$ cat config.mk
export PLATFORM = sky130hd
export DESIGN_NAME = req_arbiter4
export DESIGN_NICKNAME = d
export VERILOG_FILES = /design/src/rtl/req_arbiter4.sv
export SDC_FILE = /design/constraint.sdc
export NUM_CORES = 1
export LEC_CHECK = 0
export ABC_CLOCK_PERIOD_IN_PS = 1600
export CAP_MARGIN = 20
export CORE_UTILIZATION = 45
export DETAILED_ROUTE_END_ITERATION = 6
export HOLD_SLACK_MARGIN = 0.05
export MAX_ROUTING_LAYER = met4
export PLACE_DENSITY = 0.77
export SLEW_MARGIN = 5
export SYNTH_ARGS = -nofsm -noshare
export SYNTH_HDL_FRONTEND = slang
export SYNTH_SLANG_ARGS = --single-unit
$ cat constraint.sdc
create_clock -name clk -period 1.6 [get_ports clk]
set_clock_uncertainty 0.05 [all_clocks]
set_input_delay 0.32 -clock clk [delete_from_list [all_inputs] [get_ports clk]]
set_output_delay 0.32 -clock clk [all_outputs]
set_load 0.01 [all_outputs]
$ cat src/rtl/req_arbiter4.sv
// Four-way round-robin arbiter for a shared resource: one grant at a time,
// released on done, on requester abandon, or forcibly after TIMEOUT cycles.
module req_arbiter4 #(
    parameter int unsigned TIMEOUT = 15
) (
    input  logic       clk,
    input  logic       reset_n,
    input  logic [3:0] req,
    input  logic       done,
    output logic [3:0] gnt,
    output logic [1:0] gnt_id,
    output logic       busy,
    output logic       any_req,
    output logic       timeout_err
);

    localparam int unsigned CNT_W = 8;
    localparam logic [CNT_W-1:0] CNT_LAST = CNT_W'(TIMEOUT - 1);

    typedef enum logic [1:0] {
        S_IDLE    = 2'd0,
        S_GRANT   = 2'd1,
        S_RELEASE = 2'd2
    } state_t;

    state_t           r_state;
    logic [CNT_W-1:0] r_cnt;
    logic [1:0]       r_ptr;
    logic [3:0]       r_gnt;
    logic [1:0]       r_gnt_id;
    logic             r_busy;
    logic             r_timeout_err;

    logic [1:0]       w_win;
    logic [1:0]       w_idx;
    logic             w_abandon;
    logic             w_at_limit;
    logic             w_exit;

    assign any_req     = |req;
    assign gnt         = r_gnt;
    assign gnt_id      = r_gnt_id;
    assign busy        = r_busy;
    assign timeout_err = r_timeout_err;

    // Scan downward so the candidate closest to ptr+1 is the last to be written.
    always_comb begin
        w_win = 2'd0;
        w_idx = 2'd0;
        for (int k = 3; k >= 0; k--) begin
            w_idx = 2'(r_ptr + 2'(k) + 2'd1);
            if (req[w_idx]) begin
                w_win = w_idx;
            end
        end
    end

    assign w_abandon  = ~req[r_gnt_id];
    assign w_at_limit = (r_cnt == CNT_LAST);
    assign w_exit     = done | w_abandon | w_at_limit;

    always_ff @(posedge clk or negedge reset_n) begin
        if (!reset_n) begin
            r_state       <= S_IDLE;
            r_cnt         <= '0;
            r_ptr         <= 2'd3;
            r_gnt         <= '0;
            r_gnt_id      <= '0;
            r_busy        <= 1'b0;
            r_timeout_err <= 1'b0;
        end else begin
            case (r_state)
                S_IDLE: begin
                    r_timeout_err <= 1'b0;
                    if (any_req) begin
                        r_state  <= S_GRANT;
                        r_gnt    <= 4'(4'b0001 << w_win);
                        r_gnt_id <= w_win;
                        r_busy   <= 1'b1;
                        r_cnt    <= '0;
                    end else begin
                        r_gnt <= '0;
                    end
                end
                S_GRANT: begin
                    r_cnt <= CNT_W'(r_cnt + 1'b1);
                    if (w_exit) begin
                        r_state       <= S_RELEASE;
                        r_gnt         <= '0;
                        r_busy        <= 1'b0;
                        r_ptr         <= r_gnt_id;
                        // Forced release only when neither done nor abandon explains the exit.
                        r_timeout_err <= w_at_limit & ~done & ~w_abandon;
                    end
                end
                S_RELEASE: begin
                    r_state       <= S_IDLE;
                    r_timeout_err <= 1'b0;
                    r_gnt         <= '0;
                    r_busy        <= 1'b0;
                end
                default: begin
                    r_state       <= S_IDLE;
                    r_gnt         <= '0;
                    r_busy        <= 1'b0;
                    r_timeout_err <= 1'b0;
                end
            endcase
        end
    end

endmodule
# --- After elaboration in Yosys (flattened, before gate mapping) ---
# Index checks and enable logic that the tools add are counted.
totals:
  regBits: 20
  ram_bits: 0
  rom_bits: 0
  n_memories: 0
  latch_bits: 0
  out_inout_bits: 9
  word_cells: 64
  inputBits: 7
classes:
  n_mul: 0
  div: 0
  shifts: 1
  add_sub_neg: 7
  reduce_logical: 7
  order_cmp: 5
  n_eq_ne: 4
  n_mux: 27
  bitwise: 6
op_table:
  columns: ["op", "n"]
  rows:
  - ["$pmux 8 s2", 1]
  - ["$lt 2x3->1 const B", 5]
  - ["$mux 2", 6]
  - ["$bmux 1 s2", 5]
  - ["$mux 1", 9]
  - ["$add 2x1->2 const B", 4]
  - ["$add 8x1->8 const B", 1]
  - ["$eq 8x4->1 const B", 1]
  - ["$mux 4", 2]
  - ["$mux 8", 1]
  - ["$pmux 4 s2", 1]
  - ["$reduce_and 2->1", 4]
  - ["$add 2x2->2 const B", 2]
  - ["$ne 2x2->1 const B", 2]
  - ["$pmux 2 s2", 1]
  - ["$reduce_or 4->1", 1]
  - ["$shl 1x2->4 const A", 1]
  - ["$and 1x1->1", 2]
  - ["$eq 2x1->1 const B", 1]
  - ["$logic_not 2->1", 1]
  - ["$not 1->1", 2]
  - ["$or 1x1->1", 2]
  - ["$pmux 1 s2", 1]
  - ["$reduce_bool 2->1", 1]

# --- Depth between registers and ports, before layout ---
logic_depth:
  ltp_word: 11
  mapped_depth: 6
  mapped_depth_nobuf: 6

# --- Least setup slack after synthesis ---
# No wires, ideal clock.
synth_timing:
  kind: "flip-flop to flip-flop"
  from: "register r_gnt_id[1], in the netlist gnt_id[1]"
  to: "register r_gnt[2], in the netlist gnt[2]"
  path_buffers: 0
  stages_incl_launch_ff: 5
  required_time_ns: 1.429
  setup_ns: 0.121
  slack_ns: 0.002
  arrival_ns: 1.427
  period_less_slack_ns: 1.598
  path_cell_list: "dfrtp_1 > mux2_2 > a32o_1 > nor2b_1 > a22o_1"
synth_between:
  elab_chain_len: 6
synth_rtl:
  columns: ["element", "line", "rtl"]
  rows:
  - ["start: declaration", "30", "logic [1:0] r_gnt_id;"]
  - ["start signal: assignment", "78", "r_gnt_id <= w_win;"]
  - ["$bmux 1 s2", "58", "assign w_abandon = ~req[r_gnt_id];"]
  - ["$mux 1 (not written as such)", "58", null]
  - ["$not 1->1", "58", null]
  - ["$or 1x1->1 (2 in a row)", "60", "assign w_exit = done | w_abandon | w_at_limit;"]
  - ["$ne 2x2->1 (no line)", null, null]
  - ["end signal: assignment", "77", "r_gnt <= 4'(4'b0001 << w_win);"]
  - ["end: declaration", "29", "logic [3:0] r_gnt;"]
# No other way between the ends. The select of a mux whose other input is x is not followed.
# A chain may end at the register's enable or synchronous reset.

# --- Final worst setup path ---
layout_timing:
  from: "register r_cnt[0]"
  to: "register r_gnt[2], in the netlist gnt[2]"
layout_between:
  elab_chain_len: 3
layout_rtl:
  columns: ["element", "line", "rtl"]
  rows:
  - ["start: declaration", "27", "logic [CNT_W-1:0] r_cnt;"]
  - ["start signal: assignment", "86", "r_cnt <= CNT_W'(r_cnt + 1'b1);"]
  - ["$eq 8x4->1", "59", "assign w_at_limit = (r_cnt == CNT_LAST);"]
  - ["$or 1x1->1", "60", null]
  - ["$ne 2x2->1 (no line)", null, null]
# No other way between the ends.

==> summary.txt <==
Outcome
  • Outcome: finished, violations left
  • Violated checks: setup timing

Power and ir drop
  • Net Sw Power: 804 µW
  • Clock power frac: 11.4%
  • Sw Share: 36.7%
  • Combinational power share: 53.5%
  • Leakage: 0.735 nW
  • Power density over cell area: 1490 nW/µm²
  • Share of power burned in registers: 35.0%
  • Worst vdd ir: 0.000825 V
  • Internal: 1.38 mW
  • Total power draw: 2.19 mW

Clock network
  • TritonCTS clock tree: done
  • Clock Latency Late Sink: 300 ps
  • Max H-tree Level: 1
  • CTS Hold Buffers Added: 0
  • Clock buffer depth: 2
  • Clock root buffer: clkbuf_4
  • CTS Sinks: 19
  • TritonCTS buffer count: 3
  • Clock-pin slew on the worst setup and hold paths: 110 ps

Worst hold path
  • Hold crit path type: in -> async

Placement
  • IO Port Bufs: 15
  • Routability congestion estimate: 0.786
  • Dpl hpwl: 1600 µm
  • Placed Area: 1320 µm²

Worst setup path
  • CP Cell Sequence: inv_1, ha_1, nand4b_1, nor4_4, buf_4, nor2b_4, a22o_1
  • Critical path type: reg -> reg
  • RR Startpoint: r_cnt[0]$_DFFE_PN0P_
  • Slowest stage cell, crit path: dfrtp_1
  • Worst stage delay on the critical path: 400 ps
  • Crit path DAT: 1890 ps
  • R2R depth: 7
  • Critical Path Fanout Max: 5
  • Reg2Reg Capture Point: gnt[2]$_DFFE_PN0P_
  • R2R setup slack: -130 ps
  • CP required: 1760 ps
  • Crit. End Element: flip-flop
  • Crit start category: flip-flop

Synthesis
  • Post-synth ARST share: 100%
  • Syn Area/Cell: 11.0 µm²
  • EDFF count, synth: 0
  • Synth Flop Type: dfrtp_1
  • Sequential share of the synthesized area: 48.2%
  • Synthesized area: 992 µm²
  • Netlist cell types: 39
  • #FFs+latches synth: 19
  • Yosys synthesis warning count: 0
  • Syn nets: 99
  • Cells after Synth: 90

Routing
  • Drt total wl: 2400 µm
  • Per-cell routed wire length: 14.8 µm
  • Post-DRT Antenna Nets: 0
  • Pre-Repair DR Iteration Count: 4
  • Via count: 881
  • Via/cell ratio: 5.44
  • DRT iter0 DRCs: 18
  • Drc violations: 0

Final layout
  • Share of cells above drive strength 1: 33.3%
  • Post-route cell area: 1470 µm²
  • ANT cells: 0
  • Commonest non-fill, non-tap cells in the layout: buf_4, dfrtp_1, dlygate4sd2_1
  • Layout Utilization: 72.8%
  • Nets: 145
  • Layout area overhead: 48.4%
  • Most common cell after layout, fill and taps aside: buf_4
  • FILL cells: 156

STA
  • Setup WS post-layout: -131 ps
  • Slew Limit Fails: 0
  • Actual transition at the worst max-transition pin: 490 ps
  • Unrepaired setup endpoints after global routing: true
  • Final period util: 108%
  • Worst rel slew slack: 67.1%
  • Fin Hold WS: 283 ps
  • Max Clock Freq: 578 MHz
  • Final hold vios: 0
  • Final setup viols: 8
  • Tmin final: 1730 ps

Global route
  • Vias in the first global route: 931
  • Initial antenna violation count: 0
  • Grt ovf: 0
  • Largest net degree at the start of global routing: 20
  • Gr usage total: 23.2%
  • First-pass GRT wire length: 4120 µm

Floorplan
  • Initial core utilization: 49.1%
  • Die height: 49.0 µm
  • Core area: 2020 µm²
  • IO Pins: 16
  • DIE WIDTH: 49.0 µm
  • DIE AREA: 2400 µm²
  • # rows: 16

Run
  • Max_cap viols: 0
## timing repair
item                                    4_1_cts  5_1_grt
gates cloned                                  0        0
endpoints found under the setup margin       16       11
setup buffers                                 5        3
gates resized for setup                      26        3
pin swaps                                     5        2
## routing by layer
layer	GRT usage, %	wire length (µm)	part of all wire [%]
met1	29.6	1180	49
met2	37.5	1120	47
met3	6.54	95	4.0
met4	3.43	0	0
met5	-	0	0
## cell families (layout without fill, tap and decap cells)
logic type	count (synthesis)	after routing	share of synthesized area, %
AND/OR/NAND/NOR	35	35	21.9
multiplexers	6	6	6.56
XOR/XNOR	6	6	5.30
adder cells (fa/ha/maj)	2	2	2.52
AO/OA/AOI/OAI	18	18	13.9
buffers and inverters	4	49	1.64
flip-flops	19	19	48.2
## worst max-delay path, delay by kind of cell (launching register included)
family	cells	cell delay (ps)
and+or+nand+nor	3	560
DFF	1	400
buffers and inverters	2	270
AOI/OAI and AO/OA	1	200
adders and majority gates	1	160
## sequential cells by signal (all words and copies together) (netlist names)
signal / cells
gnt: 4
gnt_id: 2
r_cnt: 8
r_ptr: 2
r_state: 2
timeout_err: 1
## power groups by stage
| stage | clock network (mW) | registers [mW] | logic (mW) |
|---|---|---|---|
| floorplan | 0 | 0.808 | 0.467 |
| global placement | 0 | 0.779 | 0.972 |
| detailed placement | 0 | 0.786 | 0.991 |
| CTS | 0.263 | 0.762 | 1.14 |
| global route | 0.288 | 0.787 | 1.26 |
| finish | 0.250 | 0.767 | 1.17 |
## cells in the mapped netlist (2+ instances only)
cell type | count | share of area (%)
o21ai_0 | 4 | 2.0
nand2_1 | 6 | 2.3
nor2b_1 | 2 | 1.3
dfrtp_1 | 17 | 43
nor2_1 | 7 | 2.6
nand4_1 | 3 | 1.9
a22o_1 | 2 | 1.8
a21oi_1 | 2 | 1.0
mux2i_1 | 2 | 2.0
mux2_2 | 4 | 4.5
nand3_1 | 2 | 1.0
xor2_1 | 6 | 5.3
o2bb2ai_1 | 2 | 1.8
dfstp_2 | 2 | 5.3
ha_1 | 2 | 2.5
nand2b_1 | 2 | 1.3
inv_1 | 3 | 1.1
## through the flow
| stage | setup TNS (ps) | worst slack (ps) | cells |
|---|---|---|---|
| global placement | -6540 | -461 | 151 |
| floorplan | 0 | 2.32 | 90 |
| detailed placement | -6780 | -469 | 151 |
| global route | -1180 | -187 | 162 |
| CTS | -190 | -97.7 | 159 |
| finish | -732 | -131 | 162 |
## worst max path at each step
| stage | from | end | slack [ps] |
|---|---|---|---|
| after floorplan | gnt_id[1]$_DFFE_PN0P_ | gnt[2]$_DFFE_PN0P_ | 2 |
| after global placement | req[2] | any_req | -460 |
| after detailed placement | req[3] | r_ptr[0]$_DFFE_PN1P_ | -470 |
| after CTS | r_cnt[0]$_DFFE_PN0P_ | r_ptr[0]$_DFFE_PN1P_ | -100 |
| after global routing | r_cnt[0]$_DFFE_PN0P_ | gnt[2]$_DFFE_PN0P_ | -190 |
| final | r_cnt[0]$_DFFE_PN0P_ | gnt[2]$_DFFE_PN0P_ | -130 |
## area by class of cell
cell class / count / area [µm²] / share of cell area, %
Multi-Input combinational cell: 67 / 563 / 38.2
Clock inverter: 1 / 7.51 / 0.510
Tap cell: 27 / 33.8 / 2.29
Inverter: 3 / 11.3 / 0.765
Timing Repair Buffer: 42 / 357 / 24.2
Clock buffer: 3 / 22.5 / 1.53
Sequential cell: 19 / 478 / 32.5
No activity file was read; power rests on OpenSTA's default activity.
